$ cat config.mk
export PLATFORM = sky130hd
export DESIGN_NAME = keypad_emulator
export DESIGN_NICKNAME = d
export VERILOG_FILES = /design/src/rtl/keypad_emulator.sv
export SDC_FILE = /design/constraint.sdc
export NUM_CORES = 1
export LEC_CHECK = 0
export BUFFER_PORTS_ARGS = -buffer_cell sky130_fd_sc_hd__buf_2
export CORE_ASPECT_RATIO = 1.25
export CORE_MARGIN = 3
export CORE_UTILIZATION = 52
export CTS_CLUSTER_DIAMETER = 120
export DETAILED_ROUTE_END_ITERATION = 16
export PLACE_DENSITY = 0.76
export SYNTH_ARGS = -nofsm -noshare
export SYNTH_HDL_FRONTEND = slang
export SYNTH_SLANG_ARGS = --single-unit
$ cat constraint.sdc
create_clock -name clk -period 1.82 [get_ports clk]
set_input_delay 0.182 -clock clk [delete_from_list [all_inputs] [get_ports clk]]
set_output_delay 0.182 -clock clk [all_outputs]
set_load 0.01 [all_outputs]
$ cat src/rtl/keypad_emulator.sv
// keypad_emulator
// Emulates one switch of a 4x4 matrix keypad for a keypad scanner under test.
// A press command walks through press bounce, a stable hold, release bounce
// and a quiet gap, then pulses done. While the emulated switch is closed, the
// row of the latched key is pulled low whenever the scanner drives that key's
// column low. Row sense lags column drive by one registered cycle.

module keypad_emulator #(
  parameter int BOUNCE_TOGGLES = 2,  // bounce pulses per press/release edge (0 = none)
  parameter int BOUNCE_PERIOD  = 4,  // cycles each bounce level is held (>= 1)
  parameter int GAP_CYCLES     = 8   // quiet cycles after release before done (>= 1)
) (
  input  logic        clk,
  input  logic        reset,
  input  logic [3:0]  col,
  output logic [3:0]  row,
  input  logic        cmd_valid,
  output logic        cmd_ready,
  input  logic [3:0]  cmd_key,
  input  logic [15:0] cmd_hold,
  input  logic        abort,
  output logic        busy,
  output logic        contact,
  output logic        done
);

  // Number of bounce levels walked through on each edge of the press.
  localparam int LEVELS = 2 * BOUNCE_TOGGLES;

  // Level index width; at least one bit so the register always exists.
  localparam int LW = (LEVELS > 1) ? $clog2(LEVELS) : 1;

  // Phase counter must cover a full 16-bit hold as well as both parameters,
  // so no phase can wrap before it terminates.
  localparam int PW  = $clog2(BOUNCE_PERIOD + 1);
  localparam int GW  = $clog2(GAP_CYCLES + 1);
  localparam int PGW = (PW > GW) ? PW : GW;
  localparam int CW  = (PGW > 16) ? PGW : 16;

  // Counters load "cycles - 1" and the phase ends when they reach zero.
  localparam logic [CW-1:0] BP_LOAD  = CW'(BOUNCE_PERIOD - 1);
  localparam logic [CW-1:0] GAP_LOAD = CW'(GAP_CYCLES - 1);
  localparam logic [LW-1:0] LAST_LVL = LW'((LEVELS > 0) ? (LEVELS - 1) : 0);

  typedef enum logic [2:0] {
    S_IDLE           = 3'd0,
    S_BOUNCE_PRESS   = 3'd1,
    S_HOLD           = 3'd2,
    S_BOUNCE_RELEASE = 3'd3,
    S_GAP            = 3'd4
  } state_t;

  state_t        state_reg,   state_next;
  logic [CW-1:0] cnt_reg,     cnt_next;
  logic [LW-1:0] lvl_reg,     lvl_next;
  logic [3:0]    key_reg,     key_next;
  logic [15:0]   hold_reg,    hold_next;
  logic          contact_reg, contact_next;
  logic          done_reg,    done_next;
  logic [3:0]    row_reg,     row_next;

  // Effective hold length of the incoming command: zero is stretched to one.
  logic [15:0]   cmd_hold_eff;
  logic [CW-1:0] cmd_hold_load;
  logic [CW-1:0] hold_load;
  logic          accept;

  // Key decode for the row/column matrix: index i maps to bit 3-i, i.e. ~i.
  logic [1:0]    row_bit;
  logic [1:0]    col_bit;
  logic          col_hit;

  assign cmd_hold_eff  = (cmd_hold == 16'd0) ? 16'd1 : cmd_hold;
  assign cmd_hold_load = CW'(cmd_hold_eff) - CW'(1);
  assign hold_load     = CW'(hold_reg) - CW'(1);

  assign cmd_ready = (state_reg == S_IDLE) && !abort;
  assign busy      = (state_reg != S_IDLE);
  assign accept    = cmd_valid && cmd_ready;

  assign contact = contact_reg;
  assign done    = done_reg;
  assign row     = row_reg;

  assign row_bit = ~key_reg[3:2];
  assign col_bit = ~key_reg[1:0];
  assign col_hit = ~col[col_bit];

  // Per-row sense: only the latched key's row can be pulled low, and only
  // while the switch is closed and its column is being driven.
  genvar gi;
  generate
    for (gi = 0; gi < 4; gi++) begin : g_row
      assign row_next[gi] = ~(contact_reg && col_hit && (row_bit == 2'(gi)));
    end
  endgenerate

  // State, counters, latched command and registered outputs.
  always_ff @(posedge clk) begin
    if (reset) begin
      state_reg   <= S_IDLE;
      cnt_reg     <= '0;
      lvl_reg     <= '0;
      key_reg     <= '0;
      hold_reg    <= 16'd1;
      contact_reg <= 1'b0;
      done_reg    <= 1'b0;
      row_reg     <= 4'b1111;
    end else begin
      state_reg   <= state_next;
      cnt_reg     <= cnt_next;
      lvl_reg     <= lvl_next;
      key_reg     <= key_next;
      hold_reg    <= hold_next;
      contact_reg <= contact_next;
      done_reg    <= done_next;
      row_reg     <= row_next;
    end
  end

  // Next-state logic: each phase counts down its level, then hands over.
  // contact_next is the level the switch shows during the coming cycle.
  always_comb begin
    state_next   = state_reg;
    cnt_next     = cnt_reg;
    lvl_next     = lvl_reg;
    key_next     = key_reg;
    hold_next    = hold_reg;
    contact_next = contact_reg;
    done_next    = 1'b0;

    if (state_reg != S_IDLE && abort) begin
      // Abandon the press immediately; the switch opens, no done.
      state_next   = S_IDLE;
      cnt_next     = '0;
      lvl_next     = '0;
      contact_next = 1'b0;
    end else begin
      unique case (state_reg)
        S_IDLE: begin
          contact_next = 1'b0;
          if (accept) begin
            key_next     = cmd_key;
            hold_next    = cmd_hold_eff;
            lvl_next     = '0;
            contact_next = 1'b1;
            if (LEVELS > 0) begin
              state_next = S_BOUNCE_PRESS;
              cnt_next   = BP_LOAD;
            end else begin
              state_next = S_HOLD;
              cnt_next   = cmd_hold_load;
            end
          end
        end

        S_BOUNCE_PRESS: begin
          // Levels alternate 1,0,1,0...; level l shows ~l[0].
          if (cnt_reg == '0) begin
            if (lvl_reg == LAST_LVL) begin
              state_next   = S_HOLD;
              cnt_next     = hold_load;
              lvl_next     = '0;
              contact_next = 1'b1;
            end else begin
              lvl_next     = lvl_reg + LW'(1);
              cnt_next     = BP_LOAD;
              contact_next = lvl_reg[0];
            end
          end else begin
            cnt_next = cnt_reg - CW'(1);
          end
        end

        S_HOLD: begin
          if (cnt_reg == '0) begin
            contact_next = 1'b0;
            lvl_next     = '0;
            if (LEVELS > 0) begin
              state_next = S_BOUNCE_RELEASE;
              cnt_next   = BP_LOAD;
            end else begin
              state_next = S_GAP;
              cnt_next   = GAP_LOAD;
            end
          end else begin
            cnt_next = cnt_reg - CW'(1);
          end
        end

        S_BOUNCE_RELEASE: begin
          // Levels alternate 0,1,0,1...; level l shows l[0].
          if (cnt_reg == '0) begin
            if (lvl_reg == LAST_LVL) begin
              state_next   = S_GAP;
              cnt_next     = GAP_LOAD;
              lvl_next     = '0;
              contact_next = 1'b0;
            end else begin
              lvl_next     = lvl_reg + LW'(1);
              cnt_next     = BP_LOAD;
              contact_next = ~lvl_reg[0];
            end
          end else begin
            cnt_next = cnt_reg - CW'(1);
          end
        end

        S_GAP: begin
          contact_next = 1'b0;
          if (cnt_reg == '0) begin
            state_next = S_IDLE;
            cnt_next   = '0;
            done_next  = 1'b1;
          end else begin
            cnt_next = cnt_reg - CW'(1);
          end
        end

        default: begin
          state_next   = S_IDLE;
          cnt_next     = '0;
          lvl_next     = '0;
          contact_next = 1'b0;
        end
      endcase
    end
  end

endmodule

### Word level (Yosys, flattened, before mapping)

Cells that the tools add are included.

* output and inout bits: 8
* register bits: 47
* logic and storage cells: 91
* bits in read-only memories: 0
* bits of input ports: 28
* memories kept: 0
* latch bits: 0
* memory bits (writable): 0

* reduce and logical (&&, ||, !) cells: 21
* bitwise logic cells: 10
* multiplexer cells: 32
* div/mod/pow operators: 0
* $add $sub $neg: 3
* multipliers: 0
* $lt $le $gt $ge: 1
* equality and inequality tests: 16
* shifts and indexed selects: 0

Operator list (count)
* 2-to-1 mux 16 bit: 7
* one-hot mux 16 bit (5 select lines): 1
* zero test 16 bit: 2
* subtractor 16 x 1 -> 16 bit (second input constant): 2
* 2-to-1 mux 3 bit: 8
* one-hot mux 3 bit (5 select lines): 1
* != test 2 bit (second input constant): 7
* logical AND 1 bit: 8
* 2-to-1 mux 1 bit: 8
* 2-to-1 mux 2 bit: 4
* NOT 1 bit: 8
* one-hot mux 2 bit (4 select lines): 1
* AND reduction 7 bit: 1
* equality test 2 bit (second input constant): 3
* equality test 3 x 2 -> 1 bit (second input constant): 2
* AND reduction 3 bit: 2
* NOT 2 bit: 2
* one-hot mux 1 bit (4 select lines): 1
* AND reduction 4 bit: 1
* OR reduction 2 bit: 2
* equality test 3 x 1 -> 1 bit (second input constant): 1
* equality test 3 bit (second input constant): 1
* zero test 3 bit: 1
* < comparator 2 x 3 -> 1 bit (second input constant): 1
* other kinds (8): 8

### Depth between registers and ports, before layout

Gate-level depths: netlist of run 1.

* word-level depth: 7
* mapped depth: 9
* mapped depth without buffers: 7

### Worst setup path before layout of run 1

No wires, ideal clock.

* kind: register to register
* start: reg cnt_reg[0]
* end: reg contact_reg (netlist: contact)
* arrival: 1764 ps
* setup time: 91 ps
* setup slack: -35 ps
* required time: 1729 ps
* cell stages (with the launch flop): 8
* path buffers: 1
* clock period less this slack: 1855 ps
* cell sequence: dfxtp_1 inv_1 ha_1 nor4b_1 and4_1 buf_4 or4b_1 a311oi_1

* cells in the longest elaborated chain, start to end: 3
* elaborated cells on any way between the ends: 5
* classes of those cells: eq/ne: 3; reduce/logical: 2

Ends and longest elaborated chain
* start, declared: line 54 `logic [CW-1:0] cnt_reg, cnt_next;`
* start signal, assigned: line 111 `cnt_reg <= cnt_next;`
* zero test 16 bit (*): line 159, 176, 193
* != test 2 bit (no line)
* AND reduction 3 bit (no line) (*)
* end signal, assigned: line 115 `contact_reg <= contact_next;`
* end, declared: line 58 `logic contact_reg, contact_next;`

Every way passes the cells marked *; elsewhere a longest branch is shown, timed or not.
A chain may end at the register's enable or synchronous reset.

### Worst setup path in the final report of run 1

* start: reg cnt_reg[9]
* end: reg cnt_reg[15]

* cells in the longest elaborated chain, start to end: 3
* elaborated cells on any way between the ends: 7
* classes of those cells: add/sub: 1; mux: 5; reduce/logical: 1

Ends and longest elaborated chain
* subtractor 16 x 1 -> 16 bit / zero test 16 bit (equally long branches)
* 2-to-1 mux 16 bit (on tied branches)
* one-hot mux 16 bit (5 select lines) (*): line 139 `unique case (state_reg)`

Marks and branches as above.

==> metrics.txt, run 1 <==
# TYPE chip_impl_metric gauge
chip_impl_metric{name="synth.lib_cells_used.distinct",unit=""} 59
chip_impl_metric{name="final_net_count",unit=""} 433
chip_impl_metric{name="htree_num_levels",unit=""} 2
chip_impl_info{name="critical_path_cell_with_the_highest_stage_delay",value="sky130_fd_sc_hd__or4_4"} 1
chip_impl_metric{name="worst-endpoint-arrival",unit="ps"} 2120
chip_impl_metric{name="clk_path_buf_depth",unit=""} 2
chip_impl_metric{name="placeableCoreArea",unit="mm2"} 0.004835
chip_impl_metric{name="power.net_switching",unit="mW"} 1.056
chip_impl_metric{name="setup_violations",unit=""} 4
chip_impl_metric{name="fin_hold_viols",unit=""} 0
chip_impl_metric{name="post_drt_via_cell_ratio",unit=""} 6.134
chip_impl_info{name="synth_top_area_cell",value="sky130_fd_sc_hd__dfxtp_1"} 1
chip_impl_metric{name="max_clock_freq",unit="MHz"} 519.5
chip_impl_metric{name="slew_headroom",unit=""} 0.6547
chip_impl_info{name="failed_checks",value="setup timing"} 1
chip_impl_info{name="outcome",value="finished with violations"} 1
chip_impl_metric{name="clock_skew",unit="ps"} 9.024
chip_impl_metric{name="floorplan.die.height",unit="um"} 85.82
chip_impl_metric{name="crit_required",unit="ps"} 2010
chip_impl_metric{name="max-vdd-ir-drop",unit="uV"} 612.6
chip_impl_metric{name="p_leak",unit="nW"} 1.361
chip_impl_metric{name="number_of_buffers_created_by_cts",unit=""} 5
chip_impl_metric{name="crit_buf_inv",unit=""} 1
chip_impl_metric{name="grt_pass1_vias",unit=""} 2650
chip_impl_metric{name="layout.filler_cells",unit=""} 373
chip_impl_metric{name="number_of_slew_limit_violations_in_the_final_report",unit=""} 0
chip_impl_metric{name="clkLatencyLatePin",unit="ps"} 310
chip_impl_metric{name="synth_edf_count",unit=""} 0
chip_impl_metric{name="io_port_bufs",unit=""} 35
chip_impl_metric{name="final_area",unit="mm2"} 0.003481
chip_impl_metric{name="antenna_violating_nets_post_route",unit=""} 0
chip_impl_metric{name="initial_core_util",unit=""} 0.5481
chip_impl_metric{name="p_total",unit="mW"} 3.124
chip_impl_info{name="setup.worst_path.end_class",value="flop"} 1
chip_impl_metric{name="detailedPlacementHpwl",unit="um"} 5205
chip_impl_metric{name="area_growth",unit="%"} 31.35
chip_impl_metric{name="power_density_normalized_to_cell_area",unit="mW/mm2"} 897.5
chip_impl_metric{name="clkSinkCount",unit=""} 47
chip_impl_info{name="cts_tree",value="yes"} 1
chip_impl_metric{name="number_of_antenna_violations_at_the_first_check_in_global_routing",unit=""} 0
chip_impl_info{name="hold_class",value="input port to flop"} 1
chip_impl_metric{name="dieWidth",unit="um"} 69.85
chip_impl_metric{name="sw_frac_of_total",unit=""} 0.3381
chip_impl_metric{name="syn-mean-instance-area",unit="um2"} 8.079
chip_impl_metric{name="synth_nets",unit=""} 360
chip_impl_metric{name="number_of_standard_cells_after_synthesis",unit=""} 328
chip_impl_metric{name="syn_area",unit="mm2"} 0.002650
chip_impl_metric{name="post-synth-top-area-fraction",unit=""} 0.3551
chip_impl_metric{name="finish.utilization",unit=""} 0.7200
chip_impl_metric{name="power_frac_seq",unit=""} 0.361
chip_impl_info{name="root_buffer",value="sky130_fd_sc_hd__clkbuf_8"} 1
chip_impl_metric{name="tightestPinTransition",unit="ps"} 516.0
chip_impl_info{name="start_kind",value="flop"} 1
chip_impl_metric{name="regArea",unit="um2"} 947.2
chip_impl_metric{name="multi_input_comb_area",unit="mm2"} 0.001753
chip_impl_metric{name="timing.setup.tns",unit="ps"} -187.3
chip_impl_metric{name="ios",unit=""} 36
chip_impl_metric{name="drive_above_1_share",unit=""} 0.3367
chip_impl_info{name="post_synth_most_frequent_cells",value="sky130_fd_sc_hd__nand2_1 (50), sky130_fd_sc_hd__dfxtp_1 (47), sky130_fd_sc_hd__a21oi_1 (33), sky130_fd_sc_hd__nor2_1 (20), sky130_fd_sc_hd__nor3_1 (18)"} 1
chip_impl_metric{name="cts_hold_buf",unit=""} 0
chip_impl_metric{name="grt_overflow",unit=""} 0
chip_impl_metric{name="setup_ws",unit="ps"} -104.9
chip_impl_metric{name="drt_wl_total",unit="um"} 7581
chip_impl_metric{name="min_period_over_period",unit=""} 1.058
chip_impl_info{name="rsz0062_at_grt",value="true"} 1
chip_impl_metric{name="dpl-instance-area",unit="mm2"} 0.003123
chip_impl_info{name="worst-setup-path-type",value="flop to flop"} 1
chip_impl_metric{name="cellInternalPower",unit="mW"} 2.068
chip_impl_metric{name="synthesized_flop_and_latch_total",unit=""} 47
chip_impl_metric{name="antennaDiodeCount",unit=""} 0
chip_impl_metric{name="detailedRoute.firstPassIterationCount",unit=""} 6
chip_impl_metric{name="gpl.final_weighted_congestion",unit=""} 0.9902
chip_impl_metric{name="combinationalPowerShare",unit=""} 0.391
chip_impl_metric{name="grtUsageTotal",unit=""} 0.2483
chip_impl_metric{name="worst-path-max-fanout",unit=""} 5
chip_impl_metric{name="max_stage_delay",unit="ps"} 600
chip_impl_metric{name="clkPwrFrac",unit=""} 0.248
chip_impl_metric{name="post_drt_wl_per_cell",unit="um"} 16.44
chip_impl_info{name="synth.most_common_cell",value="sky130_fd_sc_hd__nand2_1"} 1
chip_impl_metric{name="dieArea",unit="mm2"} 0.005994
chip_impl_metric{name="path_clk_slew",unit="ps"} 100
chip_impl_info{name="critical_path.cell_chain",value="buf_6, or4_4, nor3_4, a31oi_1, a32oi_1, o22ai_1"} 1
chip_impl_info{name="critPathTopFamily",value="simple AND/OR/NAND/NOR gates"} 1
chip_impl_metric{name="grt_pass1_wl",unit="um"} 12140
chip_impl_metric{name="post-route-drc-count",unit=""} 0
chip_impl_metric{name="final_period_minus_worst_setup_slack",unit="ps"} 1925
chip_impl_metric{name="detailedRoute.firstIterationViolations",unit=""} 207
chip_impl_info{name="yosys_most_used_dff",value="sky130_fd_sc_hd__dfxtp_1"} 1
chip_impl_metric{name="synth_seq_area_share",unit=""} 0.3551
chip_impl_metric{name="yosysWarnings",unit=""} 0
chip_impl_metric{name="max-cap-violations",unit=""} 0
chip_impl_metric{name="num_rows",unit=""} 28
chip_impl_metric{name="synth_async_sr_flop_share",unit=""} 0
chip_impl_info{name="synthTopCellsByArea",value="sky130_fd_sc_hd__dfxtp_1 (36%), sky130_fd_sc_hd__nand2_1 (7.1%), sky130_fd_sc_hd__a21oi_1 (6.2%)"} 1
chip_impl_metric{name="maximum_number_of_pins_on_one_net_before_global_route_repair",unit=""} 29
chip_impl_metric{name="vias",unit=""} 2828
[cells by family (layout without fill, tap and decap cells)]
group                      count (synthesis)  count (layout)  synth area share
buffers and inverters                     24              96           0.04674
muxes                                      3               3           0.01605
adders and majority gates                  4               4           0.01889
AOI/OAI and AO/OA                         79              79            0.1860
and+or+nand+nor                          156             157            0.3277
xor gates and xnor gates                  15              15           0.04958
DFF                                       47              47            0.3551
[stage by stage]
stage / setup WS (ps) / std cells / hold slack (ps)
finish: -104.9 / 461 / 104.5
global route: -170.5 / 461 / 109.7
CTS: 0.7683 / 459 / 105.1
detailed placement: -217.8 / 448 / 410.4
global placement: -111.8 / 448 / 399.6
floorplan: 0.4092 / 328 / 318.0
[metal layers]
metal / track usage / vias to the layer above / part of all wire
met1: 0.3001 / 1310 / 0.40
met2: 0.4445 / 124 / 0.50
met5: 0 / - / 0
met4: 0.08885 / 0 / 0.041
met3: 0.03869 / 38 / 0.059
li1: - / 1356 / -
[placed cells by master (no fill, tap or decap), drive strengths merged, types with 6 or more instances in the layout]
| cell | netlist | routed |
|---|---|---|
| nor4 | 11 | 11 |
| inv | 6 | 6 |
| o22ai | 6 | 6 |
| buf | 11 | 83 |
| nor2 | 22 | 23 |
| nand3 | 12 | 12 |
| o21ai | 10 | 10 |
| o31ai | 8 | 8 |
| xor2 | 7 | 7 |
| nand2 | 50 | 50 |
| a21oi | 34 | 34 |
| nor3 | 20 | 20 |
| or3 | 6 | 6 |
| xnor2 | 8 | 8 |
| dfxtp | 47 | 47 |
| or4 | 6 | 6 |
[worst paths after layout]
path	start	to	slack (ps)	depth (start not counted)
hold reg to reg	key_reg[3]$_SDFFE_PP0P_	row[1]$_SDFF_PP1_	430	1
hold / removal	cmd_key[1]	key_reg[1]$_SDFFE_PP0P_	100	3
setup / recovery	cnt_reg[9]$_SDFFE_PP0N_	cnt_reg[15]$_SDFFE_PP0N_	-100	6
setup reg to reg	cnt_reg[9]$_SDFFE_PP0N_	cnt_reg[15]$_SDFFE_PP0N_	-100	6
[tightest hold or removal path, delay by kind of cell]
kind,cells,cell delay [ps]
simple gates,1,40
compound gates,1,50
buf+inv,1,90
[timing repair]
action / CTS / global route
pin swaps: 6 / 21
buffers inserted: 4 / 2
endpoints found under the setup margin: 20 / 21
resized for setup: 17 / 33
cloned: 0 / 1
[final cells by class]
cell class / instances / area share
Inverter: 6 / 0.006470
Timing Repair Buffer: 83 / 0.1657
Sequential cell: 47 / 0.2721
Clock buffer: 5 / 0.01977
Tap cell: 60 / 0.02157
Multi-Input combinational cell: 258 / 0.5036
Clock inverter: 2 / 0.01078
[power groups by stage]
stage / Sequential (mW) / Clock [mW] / Combinational [mW]
CTS: 1.12 / 0.775 / 1.03
global route: 1.13 / 0.823 / 1.30
floorplan: 1.15 / 0 / 0.588
detailed placement: 1.14 / 0 / 0.899
global placement: 1.14 / 0 / 0.885
finish: 1.13 / 0.776 / 1.22
No activity file was read; power rests on OpenSTA's default activity.
==> inputs of run 2 (changes only) <==
--- a/config.mk
+++ b/config.mk
@@ -12,6 +12,7 @@
 export CTS_CLUSTER_DIAMETER = 120
 export DETAILED_ROUTE_END_ITERATION = 16
 export PLACE_DENSITY = 0.76
+export SETUP_SLACK_MARGIN = 0.5
 export SYNTH_ARGS = -nofsm -noshare
 export SYNTH_HDL_FRONTEND = slang
 export SYNTH_SLANG_ARGS = --single-unit
==> run 2 against run 1 <==
Against the previous run: the flow still finishes with violations (setup timing); routed wire length increased by 18%; clock power decreased by 11%; sequential power about the same; sequential cell count unchanged; setup slack improved by 5.0 ps; die area unchanged; first-iteration DRC count increased by 39%; via count increased by 5.9%; critical path depth increased by 1; hold slack improved by 6.5 ps; sequential share of layout area decreased by 1.4 points; largest cell class unchanged.
==> metrics.txt, run 2 (synthesis results as in run 1) <==
# TYPE chip_impl_metric gauge
chip_impl_info{name="outcome",value="finished with violations"} 1
chip_impl_info{name="failed_checks",value="setup timing"} 1
chip_impl_metric{name="reg2regPathDepth",unit=""} 7
chip_impl_info{name="start_kind",value="flop"} 1
chip_impl_metric{name="number_of_buffers_created_by_cts",unit=""} 5
chip_impl_metric{name="gpl.final_weighted_congestion",unit=""} 0.9449
chip_impl_metric{name="worst-path-max-fanout",unit=""} 6
chip_impl_metric{name="setup.reg_to_reg.worst_slack",unit="ps"} -100
chip_impl_info{name="mostFrequentLayoutCells",value="sky130_fd_sc_hd__nand2_1 (48), sky130_fd_sc_hd__buf_4 (35), sky130_fd_sc_hd__dfxtp_1 (34), sky130_fd_sc_hd__buf_2 (34), sky130_fd_sc_hd__a21oi_1 (29)"} 1
chip_impl_info{name="r2r_start",value="cnt_reg[0]$_SDFFE_PP0N_"} 1
chip_impl_metric{name="antenna_violating_nets_post_route",unit=""} 0
chip_impl_metric{name="post-route-drc-count",unit=""} 0
chip_impl_metric{name="detailedPlacementHpwl",unit="um"} 5129
chip_impl_metric{name="post_drt_wl_per_cell",unit="um"} 19.20
chip_impl_metric{name="max-cap-violations",unit=""} 0
chip_impl_metric{name="setup_ws",unit="ps"} -99.84
chip_impl_metric{name="clock_skew",unit="ps"} 3.134
chip_impl_metric{name="area_growth",unit="%"} 41.55
chip_impl_metric{name="worst-endpoint-arrival",unit="ps"} 2150
chip_impl_metric{name="cellInternalPower",unit="mW"} 1.999
chip_impl_metric{name="clk_path_buf_depth",unit=""} 2
chip_impl_info{name="root_buffer",value="sky130_fd_sc_hd__clkbuf_8"} 1
chip_impl_metric{name="sw_frac_of_total",unit=""} 0.3631
chip_impl_metric{name="max-vdd-ir-drop",unit="uV"} 543.1
chip_impl_metric{name="maximum_number_of_pins_on_one_net_before_global_route_repair",unit=""} 22
chip_impl_metric{name="detailedRoute.firstIterationViolations",unit=""} 287
chip_impl_metric{name="power.net_switching",unit="mW"} 1.140
chip_impl_metric{name="final_net_count",unit=""} 437
chip_impl_metric{name="fin_hold_viols",unit=""} 0
chip_impl_metric{name="final_period_minus_worst_setup_slack",unit="ps"} 1920
chip_impl_metric{name="io_port_bufs",unit=""} 35
chip_impl_metric{name="p_leak",unit="nW"} 1.433
chip_impl_metric{name="combinationalPowerShare",unit=""} 0.417
chip_impl_metric{name="slew_headroom",unit=""} 0.5937
chip_impl_metric{name="htree_num_levels",unit=""} 2
chip_impl_metric{name="ios",unit=""} 36
chip_impl_info{name="hold_class",value="input port to flop"} 1
chip_impl_metric{name="antennaDiodeCount",unit=""} 0
chip_impl_metric{name="grt_pass1_wl",unit="um"} 12590
chip_impl_metric{name="tightestPinTransition",unit="ps"} 607.3
chip_impl_metric{name="grtUsageTotal",unit=""} 0.2580
chip_impl_metric{name="crit_cells",unit=""} 7
chip_impl_metric{name="max_stage_delay",unit="ps"} 420
chip_impl_metric{name="dieArea",unit="mm2"} 0.005994
chip_impl_info{name="critPathCapture",value="cnt_reg[14]$_SDFFE_PP0N_"} 1
chip_impl_metric{name="power_density_normalized_to_cell_area",unit="mW/mm2"} 836.9
chip_impl_metric{name="number_of_antenna_violations_at_the_first_check_in_global_routing",unit=""} 0
chip_impl_metric{name="crit_buf_inv",unit=""} 1
chip_impl_metric{name="max_clock_freq",unit="MHz"} 520.9
chip_impl_metric{name="power_frac_seq",unit=""} 0.363
chip_impl_info{name="setup.worst_path.end_class",value="flop"} 1
chip_impl_metric{name="layout.filler_cells",unit=""} 317
chip_impl_info{name="reg2reg_to",value="cnt_reg[14]$_SDFFE_PP0N_"} 1
chip_impl_info{name="critical_path_cell_with_the_highest_stage_delay",value="sky130_fd_sc_hd__or3b_4"} 1
chip_impl_metric{name="min_period_over_period",unit=""} 1.055
chip_impl_metric{name="post_drt_via_cell_ratio",unit=""} 6.427
chip_impl_metric{name="setup_violations",unit=""} 4
chip_impl_metric{name="crit_required",unit="ps"} 2050
chip_impl_metric{name="dieWidth",unit="um"} 69.85
chip_impl_info{name="worst-setup-path-type",value="flop to flop"} 1
chip_impl_metric{name="clkLatencyLatePin",unit="ps"} 310
chip_impl_metric{name="floorplan.die.height",unit="um"} 85.82
chip_impl_info{name="most_common_library_cell_in_the_layout_ignoring_fill_and_taps",value="sky130_fd_sc_hd__nand2_1"} 1
chip_impl_metric{name="detailedRoute.firstPassIterationCount",unit=""} 5
chip_impl_metric{name="drt_wl_total",unit="um"} 8948
chip_impl_metric{name="grt_pass1_vias",unit=""} 2683
chip_impl_metric{name="finish.utilization",unit=""} 0.7759
chip_impl_info{name="cts_tree",value="yes"} 1
chip_impl_metric{name="clkSinkCount",unit=""} 47
chip_impl_metric{name="path_clk_slew",unit="ps"} 90
chip_impl_metric{name="num_rows",unit=""} 28
chip_impl_metric{name="grt_overflow",unit=""} 0
chip_impl_info{name="worstSetupStartpoint",value="cnt_reg[0]$_SDFFE_PP0N_"} 1
chip_impl_metric{name="number_of_slew_limit_violations_in_the_final_report",unit=""} 0
chip_impl_metric{name="clkPwrFrac",unit=""} 0.220
chip_impl_metric{name="initial_core_util",unit=""} 0.5481
chip_impl_metric{name="placeableCoreArea",unit="mm2"} 0.004835
chip_impl_metric{name="vias",unit=""} 2995
chip_impl_info{name="critPathTopFamily",value="simple AND/OR/NAND/NOR gates"} 1
chip_impl_info{name="critical_path.cell_chain",value="inv_4, ha_4, or3b_4, nor4_4, nor4b_4, a21oi_1, o22ai_1"} 1
chip_impl_info{name="rsz0062_at_grt",value="true"} 1
chip_impl_metric{name="drive_above_1_share",unit=""} 0.4163
chip_impl_metric{name="place_worst_setup_slack",unit="ps"} -32.17
-- run 2: cell count changes in the layout (fill, tap and decap cells not counted), sizes merged --
cell | before | now
clkinv | 0 | 1
clkbuf | 5 | 6
nand2b | 2 | 3
bufinv | 1 | 0
buf | 83 | 86
-- run 2: repair_timing --
| item | CTS | global route |
|---|---|---|
| setup buffers | 9 | 7 |
| hold endpoints to repair | 0 | 0 |
| resized for setup | 27 | 43 |
| setup endpoints to repair | 47 | 49 |
| hold buffers | 0 | 0 |
| gates cloned | 2 | 3 |
| pin swaps | 11 | 22 |
-- run 2: layout make-up --
class                      instances  area [um2]  share of cell area
clock buffer                       6       82.58             0.02201
clock inverter                     2       16.27            0.004336
inverter                           6       27.53            0.007338
multi-input combinational        259        1941              0.5173
sequential                        47       967.2              0.2578
tap                               60       75.07             0.02001
timing repair buffer              86       641.9              0.1711
-- run 2: worst min-delay path by stage --
stage / from / to / slack [ps] / cells after the start
global placement: key_reg[3]$_SDFFE_PP0P_ / row[1]$_SDFF_PP1_ / 410 / 1
global route: cmd_key[1] / key_reg[1]$_SDFFE_PP0P_ / 110 / 3
finish: cmd_key[0] / key_reg[0]$_SDFFE_PP0P_ / 110 / 3
detailed placement: key_reg[3]$_SDFFE_PP0P_ / row[0]$_SDFF_PP1_ / 420 / 1
floorplan: cmd_hold[2] / hold_reg[2]$_SDFFE_PP0P_ / 310 / 2
CTS: cmd_key[0] / key_reg[0]$_SDFFE_PP0P_ / 100 / 3
-- run 2: metrics by stage --
step	hold slack (ps)	cell area (um2)	total power [mW]	TNS [ps]	std cells
after floorplan	314.9	2855	1.836	0	328
after global placement	409.5	3202	2.065	0	437
after detailed placement	415.8	3202	2.094	-49.47	437
after CTS	103.4	3496	2.893	0	456
after global routing	107.0	3751	3.279	-995.8	466
final	111.0	3751	3.139	-153.0	466
-- run 2: layer usage --
layer | global-route usage | wire length [um] | up-vias
met5 | 0 | 0 | -
met4 | 0.1132 | 505 | 0
met3 | 0.05275 | 560 | 54
met2 | 0.4583 | 4619 | 169
met1 | 0.2984 | 3263 | 1409
li1 | - | - | 1363
-- run 2: power by group through the flow --
stage / clock network, mW / logic (mW) / registers, mW
6_report: 0.690 / 1.31 / 1.14
5_1_grt: 0.749 / 1.38 / 1.15
3_5_place_dp: 0 / 0.937 / 1.16
2_1_floorplan: 0 / 0.684 / 1.15
3_3_place_gp: 0 / 0.911 / 1.15
4_1_cts: 0.700 / 1.06 / 1.14
-- run 2: worst register-to-register path, cell delays in order (launching register included) --
cell	delay [ps]
sky130_fd_sc_hd__dfxtp_4	380
sky130_fd_sc_hd__inv_4	80
sky130_fd_sc_hd__ha_4	130
sky130_fd_sc_hd__or3b_4	420
sky130_fd_sc_hd__nor4_4	310
sky130_fd_sc_hd__nor4b_4	260
sky130_fd_sc_hd__a21oi_1	90
sky130_fd_sc_hd__o22ai_1	190
==> inputs of run 3 (changes only) <==
--- a/config.mk
+++ b/config.mk
@@ -6,7 +6,7 @@
 export NUM_CORES = 1
 export LEC_CHECK = 0
 export BUFFER_PORTS_ARGS = -buffer_cell sky130_fd_sc_hd__buf_2
-export CORE_ASPECT_RATIO = 1.25
+export CORE_ASPECT_RATIO = 0.8
 export CORE_MARGIN = 3
 export CORE_UTILIZATION = 52
 export CTS_CLUSTER_DIAMETER = 120
==> run 3 against run 2 <==
Against the previous run: the run still ends with setup timing left; routed wire length is 31% higher; hold slack got worse by 21 ps; critical path depth increased by 3; maximum frequency down 3.1%; critical endpoint is now cnt_reg[8]$_SDFFE_PP0N_; register-to-register slack lost 60 ps; sequential share of layout area shrank 2.5 points; sequential cell count stayed put; highest routed layer unchanged; clock skew up 7.2 ps; design area increased by 12%; non-clock buffer count increased by 7; clock-buffer cell count stayed put.
==> metrics.txt, run 3 (synthesis results as in run 1) <==
# TYPE chip_impl_metric gauge
chip_impl_info{name="mostFrequentLayoutCells",value="sky130_fd_sc_hd__buf_2 (33), sky130_fd_sc_hd__buf_4 (33), sky130_fd_sc_hd__dfxtp_1 (32), sky130_fd_sc_hd__a21oi_2 (23), sky130_fd_sc_hd__nand2_1 (22)"} 1
chip_impl_metric{name="final_net_count",unit=""} 445
chip_impl_metric{name="timing.setup.tns",unit="ps"} -642.5
chip_impl_metric{name="p_leak",unit="nW"} 1.600
chip_impl_info{name="outcome",value="finished with violations"} 1
chip_impl_metric{name="min_period_over_period",unit=""} 1.089
chip_impl_metric{name="num_rows",unit=""} 22
chip_impl_metric{name="clk_path_buf_depth",unit=""} 2
chip_impl_metric{name="grt_pass1_vias",unit=""} 3020
chip_impl_metric{name="layout.filler_cells",unit=""} 210
chip_impl_metric{name="clkLatencyLatePin",unit="ps"} 320
chip_impl_metric{name="ios",unit=""} 36
chip_impl_metric{name="number_of_slew_limit_violations_in_the_final_report",unit=""} 0
chip_impl_metric{name="max-vdd-ir-drop",unit="uV"} 799.4
chip_impl_metric{name="max_clock_freq",unit="MHz"} 504.5
chip_impl_metric{name="final_period_minus_worst_setup_slack",unit="ps"} 1982
chip_impl_metric{name="post_drt_via_cell_ratio",unit=""} 7.051
chip_impl_metric{name="slew_headroom",unit=""} 0.5927
chip_impl_metric{name="htree_num_levels",unit=""} 2
chip_impl_metric{name="maximum_number_of_pins_on_one_net_before_global_route_repair",unit=""} 22
chip_impl_metric{name="drt_wl_total",unit="um"} 11720
chip_impl_metric{name="max-cap-violations",unit=""} 0
chip_impl_metric{name="post-route-drc-count",unit=""} 0
chip_impl_metric{name="number_of_buffers_created_by_cts",unit=""} 5
chip_impl_metric{name="number_of_antenna_violations_at_the_first_check_in_global_routing",unit=""} 1
chip_impl_info{name="root_buffer",value="sky130_fd_sc_hd__clkbuf_8"} 1
chip_impl_metric{name="tightestPinTransition",unit="ps"} 605.4
chip_impl_metric{name="grt_pass1_wl",unit="um"} 14630
chip_impl_metric{name="drive_above_1_share",unit=""} 0.5652
chip_impl_info{name="worst-setup-path-type",value="flop to flop"} 1
chip_impl_metric{name="area_growth",unit="%"} 58.36
chip_impl_info{name="start_kind",value="flop"} 1
chip_impl_metric{name="placeableCoreArea",unit="mm2"} 0.004762
chip_impl_metric{name="detailedRoute.firstIterationViolations",unit=""} 561
chip_impl_metric{name="path_clk_slew",unit="ps"} 100
chip_impl_metric{name="detailedRoute.firstPassIterationCount",unit=""} 5
chip_impl_metric{name="detailedPlacementHpwl",unit="um"} 5072
chip_impl_metric{name="clock_skew",unit="ps"} 10.29
chip_impl_metric{name="fin_hold_viols",unit=""} 0
chip_impl_metric{name="finalHoldWorstSlack",unit="ps"} 90.23
chip_impl_metric{name="setup_violations",unit=""} 13
chip_impl_info{name="failed_checks",value="setup timing"} 1
chip_impl_metric{name="setup_ws",unit="ps"} -162.3
chip_impl_metric{name="power_density_normalized_to_cell_area",unit="mW/mm2"} 850.7
chip_impl_info{name="setup.worst_path.end_class",value="flop"} 1
chip_impl_metric{name="crit_required",unit="ps"} 2040
chip_impl_metric{name="clkSinkCount",unit=""} 47
chip_impl_metric{name="worst-endpoint-arrival",unit="ps"} 2210
chip_impl_metric{name="initial_core_util",unit=""} 0.5565
chip_impl_metric{name="dieArea",unit="mm2"} 0.005994
chip_impl_metric{name="post_drt_wl_per_cell",unit="um"} 24.67
chip_impl_info{name="rsz0062_at_grt",value="true"} 1
chip_impl_metric{name="vias",unit=""} 3349
chip_impl_metric{name="dieWidth",unit="um"} 85.82
chip_impl_info{name="cts_tree",value="yes"} 1
chip_impl_metric{name="gpl.final_weighted_congestion",unit=""} 0.9211
chip_impl_metric{name="worst-path-max-fanout",unit=""} 5
chip_impl_metric{name="grtUsageTotal",unit=""} 0.3074
chip_impl_metric{name="grt_overflow",unit=""} 0
chip_impl_metric{name="io_port_bufs",unit=""} 35
chip_impl_metric{name="floorplan.die.height",unit="um"} 69.85
chip_impl_info{name="hold_class",value="input port to flop"} 1
chip_impl_metric{name="antenna_violating_nets_post_route",unit=""} 0
## run 3: cell type report
type                       count  area, um2  area share
multi-input combinational    260       2201      0.5244
sequential                    47      977.2      0.2329
timing repair buffer          93      780.7      0.1860
tap                           60      75.07     0.01789
clock buffer                   6      72.57     0.01729
clock inverter                 2      60.06     0.01431
inverter                       6      27.53    0.006559
antenna                        1      2.502   0.0005963
## run 3: worst max-delay path, stage by stage, from the launching register on
cell and delay, ps:
sky130_fd_sc_hd__dfxtp_4 380, sky130_fd_sc_hd__inv_4 70, sky130_fd_sc_hd__ha_4 120, sky130_fd_sc_hd__nor4b_4 240, sky130_fd_sc_hd__buf_4 170, sky130_fd_sc_hd__nand4_1 120
sky130_fd_sc_hd__buf_6 170, sky130_fd_sc_hd__nor2_4 190, sky130_fd_sc_hd__buf_12 140, sky130_fd_sc_hd__a32oi_1 70, sky130_fd_sc_hd__a21oi_1 230
## run 3: layer usage
layer | up-vias | wire length, um | GRT usage
met5 | - | 0 | 0
met4 | 0 | 902 | 0.1178
li1 | 1384 | - | -
met2 | 299 | 5434 | 0.5103
met1 | 1568 | 4279 | 0.4013
met3 | 98 | 1104 | 0.04481
## run 3: report_power, final
part	switching, mW	leakage, nW	total, mW	internal, mW
registers	0.0711	0.390	1.15	1.08
clock network	0.419	0.0654	0.970	0.550
logic	0.786	1.14	1.45	0.668
total	1.28	1.60	3.57	2.29
## run 3: final timing paths
path / startpoint / to / slack, ps / cells after the start
worst min register to register: key_reg[0]$_SDFFE_PP0P_ / key_reg[0]$_SDFFE_PP0P_ / 500 / 2
worst max-delay path: cnt_reg[0]$_SDFFE_PP0N_ / cnt_reg[8]$_SDFFE_PP0N_ / -160 / 10
worst min-delay path: cmd_key[0] / key_reg[0]$_SDFFE_PP0P_ / 90 / 3
worst max register to register: cnt_reg[0]$_SDFFE_PP0N_ / cnt_reg[8]$_SDFFE_PP0N_ / -160 / 10
## run 3: what timing repair did
action	4_1_cts	5_1_grt
pin swaps	42	34
cloned	6	0
hold buffers	0	0
gates resized for setup	65	98
setup endpoints to repair	47	49
buffers inserted	17	10
## run 3: metrics by stage
step           utilization  setup slack, ps  cell area, um2  std cells  total power [mW]
5_1_grt             0.8812           -208.9            4197        475             3.652
3_5_place_dp        0.6687           -39.53            3184        433             2.052
2_1_floorplan            -            94.90            2855        328             1.836
3_3_place_gp        0.6687            13.66            3184        433             2.033
6_report            0.8812           -162.3            4197        475             3.570
4_1_cts             0.7798            21.98            3714        464             3.125
